`src/rtl/cpu_run_controller.sv`:
```
// cpu_run_controller
//   Execution sequencer for the single-cycle RV32 core. It decides each cycle
//   whether the current instruction commits. commit_o gates the PC update and
//   is ANDed with RegWrite, so an uncommitted instruction changes no
//   architectural state. It provides run/halt/single-step, one PC breakpoint,
//   a retired-instruction counter and an optional retire limit.
//
// Parameters
//   CNT_W      width of the retired-instruction counter
//   MAX_RETIRE retire limit, 0 = no limit
//   AUTO_RUN   1 = leave reset in RUN instead of HALTED
//
// Ports
//   clk_i      clock, rising edge
//   rst_i      asynchronous active-high reset
//   run_i      pulse: enter continuous execution
//   halt_i     pulse/level: stop continuous execution
//   step_i     pulse: execute exactly one instruction
//   clr_cnt_i  synchronous clear of retire counter and limit flag
//   bp_en_i    breakpoint enable
//   bp_addr_i  breakpoint PC (word aligned)
//   pc_i       current instruction address
//   commit_o   current instruction commits (combinational)
//   state_o    0=HALTED 1=RUN 2=STEP 3=BRK
//   bp_hit_o   one-cycle pulse on the first cycle in BRK
//   limit_o    sticky: stopped because MAX_RETIRE was reached
//   retired_o  number of committed instructions (wraps)
module cpu_run_controller #(
  parameter int unsigned CNT_W      = 32,
  parameter int unsigned MAX_RETIRE = 0,
  parameter bit          AUTO_RUN   = 1'b0
) (
  input  logic             clk_i,
  input  logic             rst_i,
  input  logic             run_i,
  input  logic             halt_i,
  input  logic             step_i,
  input  logic             clr_cnt_i,
  input  logic             bp_en_i,
  input  logic [31:0]      bp_addr_i,
  input  logic [31:0]      pc_i,
  output logic             commit_o,
  output logic [1:0]       state_o,
  output logic             bp_hit_o,
  output logic             limit_o,
  output logic [CNT_W-1:0] retired_o
);

  typedef enum logic [1:0] {
    HALTED = 2'd0,
    RUN    = 2'd1,
    STEP   = 2'd2,
    BRK    = 2'd3
  } state_t;

  localparam logic [CNT_W-1:0] LIMIT    = CNT_W'(MAX_RETIRE);
  localparam bit               LIMIT_EN = (MAX_RETIRE != 0);

  state_t           state;
  logic             skip;
  logic             bp_hit;
  logic             limit;
  logic [CNT_W-1:0] retired;
  logic [CNT_W-1:0] retired_next;
  logic             bp_match;
  logic             commit;
  logic             at_limit;

  // skip suppresses the breakpoint for the one instruction being resumed from BRK
  always_comb begin
    bp_match     = bp_en_i && (pc_i == bp_addr_i) && !skip;
    retired_next = retired + CNT_W'(1);
    at_limit     = LIMIT_EN && (retired_next == LIMIT);
    commit       = 1'b0;
    case (state)
      STEP:    commit = 1'b1;
      RUN:     commit = !bp_match;
      default: commit = 1'b0;
    endcase
    // Reset must force commit low at once, even when AUTO_RUN resets into RUN
    commit = commit && !rst_i;
  end

  always_ff @(posedge clk_i or posedge rst_i) begin
    if (rst_i) begin
      state   <= AUTO_RUN ? RUN : HALTED;
      skip    <= 1'b0;
      bp_hit  <= 1'b0;
      limit   <= 1'b0;
      retired <= '0;
    end else begin
      bp_hit <= 1'b0;

      if (clr_cnt_i)   retired <= '0;
      else if (commit) retired <= retired_next;

      if (clr_cnt_i) limit <= 1'b0;

      case (state)
        HALTED, BRK: begin
          if (run_i) begin
            state <= RUN;
            skip  <= (state == BRK);
          end else if (step_i) begin
            state <= STEP;
            skip  <= (state == BRK);
          end
        end
        STEP: begin
          state <= HALTED;
          skip  <= 1'b0;
        end
        RUN: begin
          if (bp_match) begin
            state  <= BRK;
            bp_hit <= 1'b1;
          end else begin
            skip <= 1'b0;
            if (halt_i) begin
              state <= HALTED;
            end else if (at_limit) begin
              state <= HALTED;
              if (!clr_cnt_i) limit <= 1'b1;
            end
          end
        end
        default: state <= HALTED;
      endcase
    end
  end

  assign commit_o  = commit;
  assign state_o   = state;
  assign bp_hit_o  = bp_hit;
  assign limit_o   = limit;
  assign retired_o = retired;

endmodule

```
`config.mk`:
```
export PLATFORM = sky130hd
export DESIGN_NAME = cpu_run_controller
export DESIGN_NICKNAME = d
export VERILOG_FILES = /design/src/rtl/cpu_run_controller.sv
export SDC_FILE = /design/constraint.sdc
export NUM_CORES = 1
export LEC_CHECK = 0
export ABC_AREA = 1
export BUFFER_PORTS_ARGS = -buffer_cell sky130_fd_sc_hd__buf_2
export CAP_MARGIN = 20
export CORE_MARGIN = 1.5
export CORE_UTILIZATION = 50
export CTS_CLUSTER_DIAMETER = 60
export DETAILED_ROUTE_END_ITERATION = 7
export PLACE_DENSITY = 0.77
export SETUP_SLACK_MARGIN = 0.2
export SLEW_MARGIN = 20
export SYNTH_ARGS = -nofsm -noshare
export SYNTH_HDL_FRONTEND = slang
export SYNTH_SLANG_ARGS = --single-unit
```
`constraint.sdc`:
```
create_clock -name clk_i -period 2.1 [get_ports clk_i]
set_clock_uncertainty 0.2 [all_clocks]
set_input_delay 0.42 -clock clk_i [delete_from_list [all_inputs] [get_ports clk_i]]
set_output_delay 0.42 -clock clk_i [all_outputs]
set_load 0.01 [all_outputs]
```
# ---- Word level (Yosys, flattened, before mapping)
# Index checks and enable logic that the tools add are counted.
# W data, S select, Z words.
dict set report word_totals {
  input_bits 71
  output_inout_bits 37
  regBits 36
  elab_cells 37
}
dict set report classes {
  addsub 1
  n_mux 14
  eq_ne 7
  reduce_logical 11
}
# op n
set op_table {}
lappend op_table {{$mux W32} 2}
lappend op_table {{$add A32 B1 Y32 const B} 1}
lappend op_table {{$eq A32 B32 Y1} 1}
lappend op_table {{$mux W2} 4}
lappend op_table {{$ne A3 B3 Y1 const B} 2}
lappend op_table {{$pmux W2 S3} 1}
lappend op_table {{$mux W1} 5}
lappend op_table {{$eq A2 B2 Y1 const B} 2}
lappend op_table {{$reduce_and A2 Y1} 2}
lappend op_table {{$logic_and A1 B1 Y1} 3}
lappend op_table {{$logic_not A1 Y1} 3}
lappend op_table {{$pmux W1 S3} 1}
lappend op_table {{$eq A2 B1 Y1 const B} 1}
lappend op_table {{$logic_not A2 Y1} 1}
lappend op_table {{$ne A2 B2 Y1 const B} 1}
lappend op_table {{$pmux W1 S2} 1}
lappend op_table {{$reduce_bool A2 Y1} 1}
lappend op_table {{$reduce_or A2 Y1} 1}

# ---- Longest topological paths before layout
# Gate-level depths: netlist (run 1).
dict set report logic_depth {
  ltp_word 8
  mapped_depth 15
  mapped_depth_nobuf 14
}

# ---- Least setup slack after synthesis (run 1)
# OpenSTA, ideal clock, no wires.
dict set report synth_timing {
  path_type {reg2out}
  start {register state[0] (netlist: state_o[0])}
  end {output commit_o}
  required_ps 1480
  slack_ps 14
  n_path_buf 1
  path_stages_with_launch 7
  arrival_time_ps 1466
  cell_sequence {dfrtp_1 > inv_1 > ha_1 > nor2_1 > nand2_4 > buf_6 > inv_1}
}
dict set report synth_between {
  elab_chain_cells 3
  word_cells_on_any_way 4
  cone_classes {eq/ne: 2; mux: 1; reduce/logical: 1}
}
# item line
set synth_lines {}
lappend synth_lines {{start, declared} 59} ;# state_t state;
lappend synth_lines {{start signal, assigned} 86} ;# state <= AUTO_RUN ? RUN : HALTED;
lappend synth_lines {{$eq A2 B1 Y1 / $eq A2 B2 Y1 (equally long branches)} 75} ;# case (state)
lappend synth_lines {{$pmux W1 S2 *} 75}
lappend synth_lines {{$logic_and A1 B1 Y1 *} 81} ;# commit = commit && !rst_i;
lappend synth_lines {{end, declared} 42} ;# output logic commit_o,
# Every way passes the cells marked *; elsewhere a longest branch is shown, timed or not.

# ---- Final worst setup path (run 1)
dict set report layout_timing {
  start {register skip}
  end {output commit_o}
}
dict set report layout_between {
  elab_chain_cells 5
}
# item line
set layout_lines {}
lappend layout_lines {{start, declared} 60} ;# logic skip;
lappend layout_lines {{start signal, assigned} 103} ;# skip <= (state == BRK);
lappend layout_lines {{start signal, assigned} 106} ;# skip <= (state == BRK);
lappend layout_lines {{$logic_not A1 Y1} 71} ;# bp_match = bp_en_i && (pc_i == bp_addr_i) && !skip;
lappend layout_lines {{$logic_and A1 B1 Y1} 71}
lappend layout_lines {{$logic_not A1 Y1} 77} ;# RUN: commit = !bp_match;
lappend layout_lines {{$pmux W1 S2} 75}
lappend layout_lines {{$logic_and A1 B1 Y1} 81}
# No other way between the ends.

==> results of run 1 <==
-- synthesized netlist by cell type, types with 3 or more instances --
master	n	share of area (%)
nor3_1	9	1.3
nand2_1	180	20
clkbuf_1	8	0.88
xor2_1	18	4.6
nor2_2	3	0.55
a21oi_1	4	0.59
inv_1	97	11
buf_6	3	0.99
inv_2	3	0.33
nand4_1	40	7.3
or2_2	5	0.91
nor2_1	46	5.0
dfrtp_1	36	26
nor4_1	4	0.73
ha_1	4	1.5
xnor2_1	11	2.8
nand2_2	3	0.55
buf_2	3	0.44
nand3_1	61	8.9
-- layer usage --
layer | GRT usage [%] | wire length (um) | vias to the layer above
met5 | 0 | 0 | -
met4 | 13.5 | 369 | 0
met3 | 4.91 | 770 | 39
met2 | 54.3 | 5890 | 215
met1 | 30.8 | 4170 | 1998
li1 | - | - | 2090
-- layout make-up --
type,count,area (um2),area share (%)
flip-flops and latches,36,913,18.8
repair buffers,170,1150,23.6
well taps,77,96.3,1.98
clock buffers,6,72.6,1.49
multi-input cells,407,2200,45.2
inverters,103,400,8.23
clock inverters,2,35.0,0.721
-- critical path, stage by stage (launching register included) --
cell	delay, ps
dfrtp_1	380
inv_2	80
nand3_2	70
nor2_1	90
nand2_1	90
nor2_2	120
nand3_2	100
nand2_2	80
nand2_2	80
nand2_4	90
inv_4	30
buf_6	110
-- sequential cells by signal, summed over array words and instances, names as in the netlist --
name / count
retired_o: 32
state_o: 2
bp_hit_o: 1
skip: 1
-- where the power goes --
part | switching (uW) | total, uW | leakage (uW) | internal (uW)
Sequential | 30.5 | 757 | 0.000483 | 726
Clock | 266 | 619 | 0.0000552 | 353
Combinational | 713 | 1270 | 0.00231 | 557
Total | 1010 | 2650 | 0.00285 | 1640
-- stage by stage --
| stage | setup slack (ps) | area [um2] | utilization (%) |
|---|---|---|---|
| floorplan | 89.5 | 3480 | - |
| detailed placement | -149 | 4340 | 66.8 |
| global placement | -134 | 4340 | 66.8 |
| CTS | -97.9 | 4560 | 70.2 |
| finish | -118 | 4860 | 74.9 |
| global route | -216 | 4860 | 74.9 |
-- cells by family (layout without fill, tap and decap cells) --
logic type               after synthesis  after routing  share of synthesized area [%]
flip-flops                            36             36                           26.3
buffers and inverters                119            281                           14.0
AND/OR/NAND/NOR                      362            362                           48.6
XOR/XNOR                              29             29                           7.43
adder cells (fa/ha/maj)                4              4                           1.46
other                                  1              1                          0.110
AO/OA/AOI/OAI                         11             11                           2.12
-- final timing paths --
check	start	end	slack [ps]	cells after the start
worst min-delay path	rst_i	retired_o[2]	60	3
max in group asynchronous	rst_i	retired_o[11]	1280	3
worst min register to register	retired_o[31]	retired_o[31]	360	2
min in group clk_i	run_i	state_o[0]	250	5
worst max-delay path	skip	commit_o	-120	11
worst max register to register	skip	skip	-50	16
-- timing repair --
action                     CTS  global route
resized for setup           11            54
cloned                       0             4
setup endpoints to repair    9            36
hold endpoints to repair     0             0
setup buffers               11             8
pin swaps                    6            22
==> flow_summary_export.csv, run 1 <==
group,metric,value,unit
sta,fmax,451,MHz
final_layout,area_delta_synth_final,42.2,%
synth,ys_ff_latch,36,
routing,routed_wl,11.2,mm
clock_network,cts-root-buf,"clkbuf_8",
routing,drc,0,
floorplan,rows,29,
sta,min_period,2220,ps
critical_path,crit_type,"reg2out",
clock_network,cts_tree,"done",
floorplan,dieHeight,85.7,um
floorplan,initial_core_util,52.6,%
global_route,antenna_found_initial,0,
clock_network,cts_max_path_buffers,2,
floorplan,die-area,0.00734,mm2
routing,post_drt_via_cell_ratio,5.42,
global_route,grt_use_total,28.7,%
clock_network,clk_latency,300,ps
routing,vias,4342,
sta,hold_violations,0,
routing,first_pass_iters,6,
sta,tns,-195,ps
global_route,grt_overflow,0,
clock_network,cts_sinks,36,
synth,avgSynthCellArea,6.08,um2
global_route,grt_pass1_wl,17.1,mm
place,numPortBuffers,106,
synth,ys.flop_type,"dfrtp_1",
sta,rsz0062_at_grt,"yes",
critical_path,critPathLaunchType,"register",
run_status,violations,"negative setup slack",
power,p_leak,0.00285,uW
final_layout,mostFrequentLayoutCells,"nand2_1 (161), buf_2 (100), inv_1 (83)",
synth,yosys_warnings,0,
synth,seq_area_frac_synth,26.3,%
sta,setup_viol,2,
floorplan,num_io_pins,108,
power,design_power_total,2650,uW
sta,post-route-period-util,106,%
synth,synth.distinct_cells,38,
critical_path,arrival,1600,ps
final_layout,layoutNonFillerInstCount,801,
synth,syn_area,0.00342,mm2
floorplan,dieWidth,85.7,um
global_route,grt_max_degree,40,
sta,final-max-slew-violation-count,0,
critical_path,cp_max_fo,2,
critical_path,required,1480,ps
floorplan,coreArea,0.00649,mm2
synth,syn_inst,562,
place,dpl.cell_count,770,
power,ir_drop,0.506,mV
global_route,grt_pass1_vias,4120,
clock_network,htreeDepth,2,
final_layout,diodes,0,
clock_network,clk_pin_slew_worst_paths,80,ps
synth,syn_nets,637,
final_layout,fillers,497,
synth,synth-edff-count,0,
final_layout,fin_nets,798,
final_layout,layout_commonest_cell,"nand2_1",
routing,wire_per_inst,14.0,um
sta,whs,55.6,ps
place,hpwl,7.93,mm
synth,async_reset_ff_share,100,%
place,gp_congestion,0.949,
run_status,status,"finished, violations left",
clock_network,hold_buffers,0,
sta,fin_ws,-118,ps
flow_run,drv_cap,0,
routing,first_iter_violations,419,
worst_hold_path,holdCritPathClass,"in2async",
clock_network,cts_made_buffers,5,
final_layout,layout-drive-gt1-share,36.3,%
routing,drtAntennaViolNets,0,
critical_path,crit_path_end_kind,"output port",
power,p_per_area,544,mW/mm2
No activity file was read; power rests on OpenSTA's default activity.
==> inputs of run 2 (changes only) <==
--- a/config.mk
+++ b/config.mk
@@ -13,8 +13,8 @@
 export CTS_CLUSTER_DIAMETER = 60
 export DETAILED_ROUTE_END_ITERATION = 7
 export PLACE_DENSITY = 0.77
+export REMOVE_ABC_BUFFERS = 1
 export SETUP_SLACK_MARGIN = 0.2
-export SLEW_MARGIN = 20
 export SYNTH_ARGS = -nofsm -noshare
 export SYNTH_HDL_FRONTEND = slang
 export SYNTH_SLANG_ARGS = --single-unit
==> flow_summary_export.csv, run 2 (synthesis results as in run 1) <==
group,metric,value,unit
global_route,grt_overflow,0,
global_route,grt_pass1_vias,3885,
final_layout,area_delta_synth_final,39.2,%
sta,post-route-period-util,105,%
power,comb_power_share,48.5,%
flow_run,drv_cap,0,
clock_network,clk_pin_slew_worst_paths,70,ps
worst_hold_path,holdCritPathClass,"in2async",
place,pre_cts_slack,-98.3,ps
sta,whs,50.2,ps
routing,routed_wl,11.2,mm
final_layout,mostFrequentLayoutCells,"nand2_1 (169), buf_2 (105), inv_1 (90)",
final_layout,diodes,0,
critical_path,arrival,1590,ps
run_status,violations,"negative setup slack",
floorplan,rows,29,
clock_network,cts-root-buf,"clkbuf_8",
place,gp_congestion,0.945,
global_route,antenna_found_initial,0,
power,ir_drop,0.670,mV
clock_network,cts_sinks,36,
power,p_leak,0.00285,uW
power,p_sw_share,40.6,%
sta,rsz0062_at_grt,"yes",
run_status,status,"finished, violations left",
final_layout,layout_commonest_cell,"nand2_1",
clock_network,cts_max_path_buffers,2,
routing,first_iter_violations,291,
routing,first_pass_iters,5,
global_route,grt_pass1_wl,17.2,mm
final_layout,layout-drive-gt1-share,34.5,%
critical_path,critPathLaunchType,"register",
floorplan,dieWidth,85.7,um
final_layout,layoutNonFillerInstCount,805,
place,hpwl,7.88,mm
power,p_switching,1020,uW
critical_path,required,1480,ps
global_route,grt_use_total,28.4,%
final_layout,final_area,0.00476,mm2
routing,drtAntennaViolNets,0,
place,dpl.cell_count,775,
clock_network,cts_made_buffers,5,
routing,wire_per_inst,13.9,um
power,pwr-share-clk,21.5,%
final_layout,largest_reg_flops,32,
critical_path,crit_type,"reg2out",
sta,setup_viol,1,
clock_network,cts_tree,"done",
routing,drc,0,
clock_network,hold_buffers,0,
floorplan,die-area,0.00734,mm2
floorplan,coreArea,0.00649,mm2
clock_network,clk_latency,300,ps
power,p_per_area,527,mW/mm2
place,placed_cell_area,0.00430,mm2
sta,final-max-slew-violation-count,0,
clock_network,htreeDepth,2,
final_layout,fin_nets,802,
global_route,grt_max_degree,37,
sta,min_period,2210,ps
sta,fmax,452,MHz
power,pwr-share-seq,30.0,%
routing,vias,4324,
sta,fin_ws,-111,ps
floorplan,initial_core_util,52.6,%
floorplan,num_io_pins,108,
sta,hold_violations,0,
routing,post_drt_via_cell_ratio,5.37,
floorplan,dieHeight,85.7,um
critical_path,crit_path_end_kind,"output port",
place,numPortBuffers,106,
critical_path,cp_max_fo,3,
power,p_int,1490,uW
run 2: layout make-up:
cell class                      count  area (um2)
Fill cell                         532        1740
Multi-Input combinational cell    407        2190
Sequential cell                    36         913
Tap cell                           77        96.3
Timing Repair Buffer              174        1080
Clock buffer                        8        90.1
Inverter                          103         388
run 2: through the flow:
stage	util, %	TNS (ps)	power [uW]
after floorplan	-	-23500	1250
after global placement	66.3	-145	1650
after detailed placement	66.3	-101	1670
after CTS	68.2	-129	2240
after global routing	73.3	-206	2620
final	73.3	-111	2510
run 2: critical path, cell delays in order, from the launching register on:
cell and delay, ps:
dfrtp_1 390, inv_2 70, nand3_2 80, nor2_2 110, nand2_2 80, nor2_4 120
nand3_2 100, nand2_2 70, nand2_2 70, nand2_4 80, inv_2 40, buf_6 110
run 2: final timing paths:
path | slack, ps | cells past startpoint | from | endpoint
setup / recovery | -110 | 11 | skip | commit_o
hold / removal | 50 | 3 | rst_i | retired_o[0]
setup reg to reg | 210 | 10 | retired_o[7] | retired_o[27]
hold reg to reg | 350 | 2 | retired_o[31] | retired_o[31]
max in group asynchronous | 1290 | 3 | rst_i | retired_o[6]
min in group clk_i | 240 | 5 | run_i | state_o[0]
run 2: per-layer routing:
metal / vias up / track usage [%] / routed length (um)
met3: 32 / 4.33 / 847
met5: - / 0 / 0
met4: 0 / 8.06 / 252
li1: 2097 / - / -
met2: 201 / 47.2 / 5300
met1: 1994 / 38.5 / 4790
run 2: power groups by stage:
stage,sequential [uW],combinational [uW],clock [uW]
2_1_floorplan,774,475,0
3_3_place_gp,760,888,0
3_5_place_dp,763,907,0
4_1_cts,752,951,532
5_1_grt,757,1300,569
6_report,754,1220,539
run 2: what timing repair did:
item / 4_1_cts / 5_1_grt
endpoints found under the setup margin: 6 / 36
buffers inserted: 2 / 18
pin swaps: 5 / 16
cloned: 0 / 2
resized for setup: 7 / 52
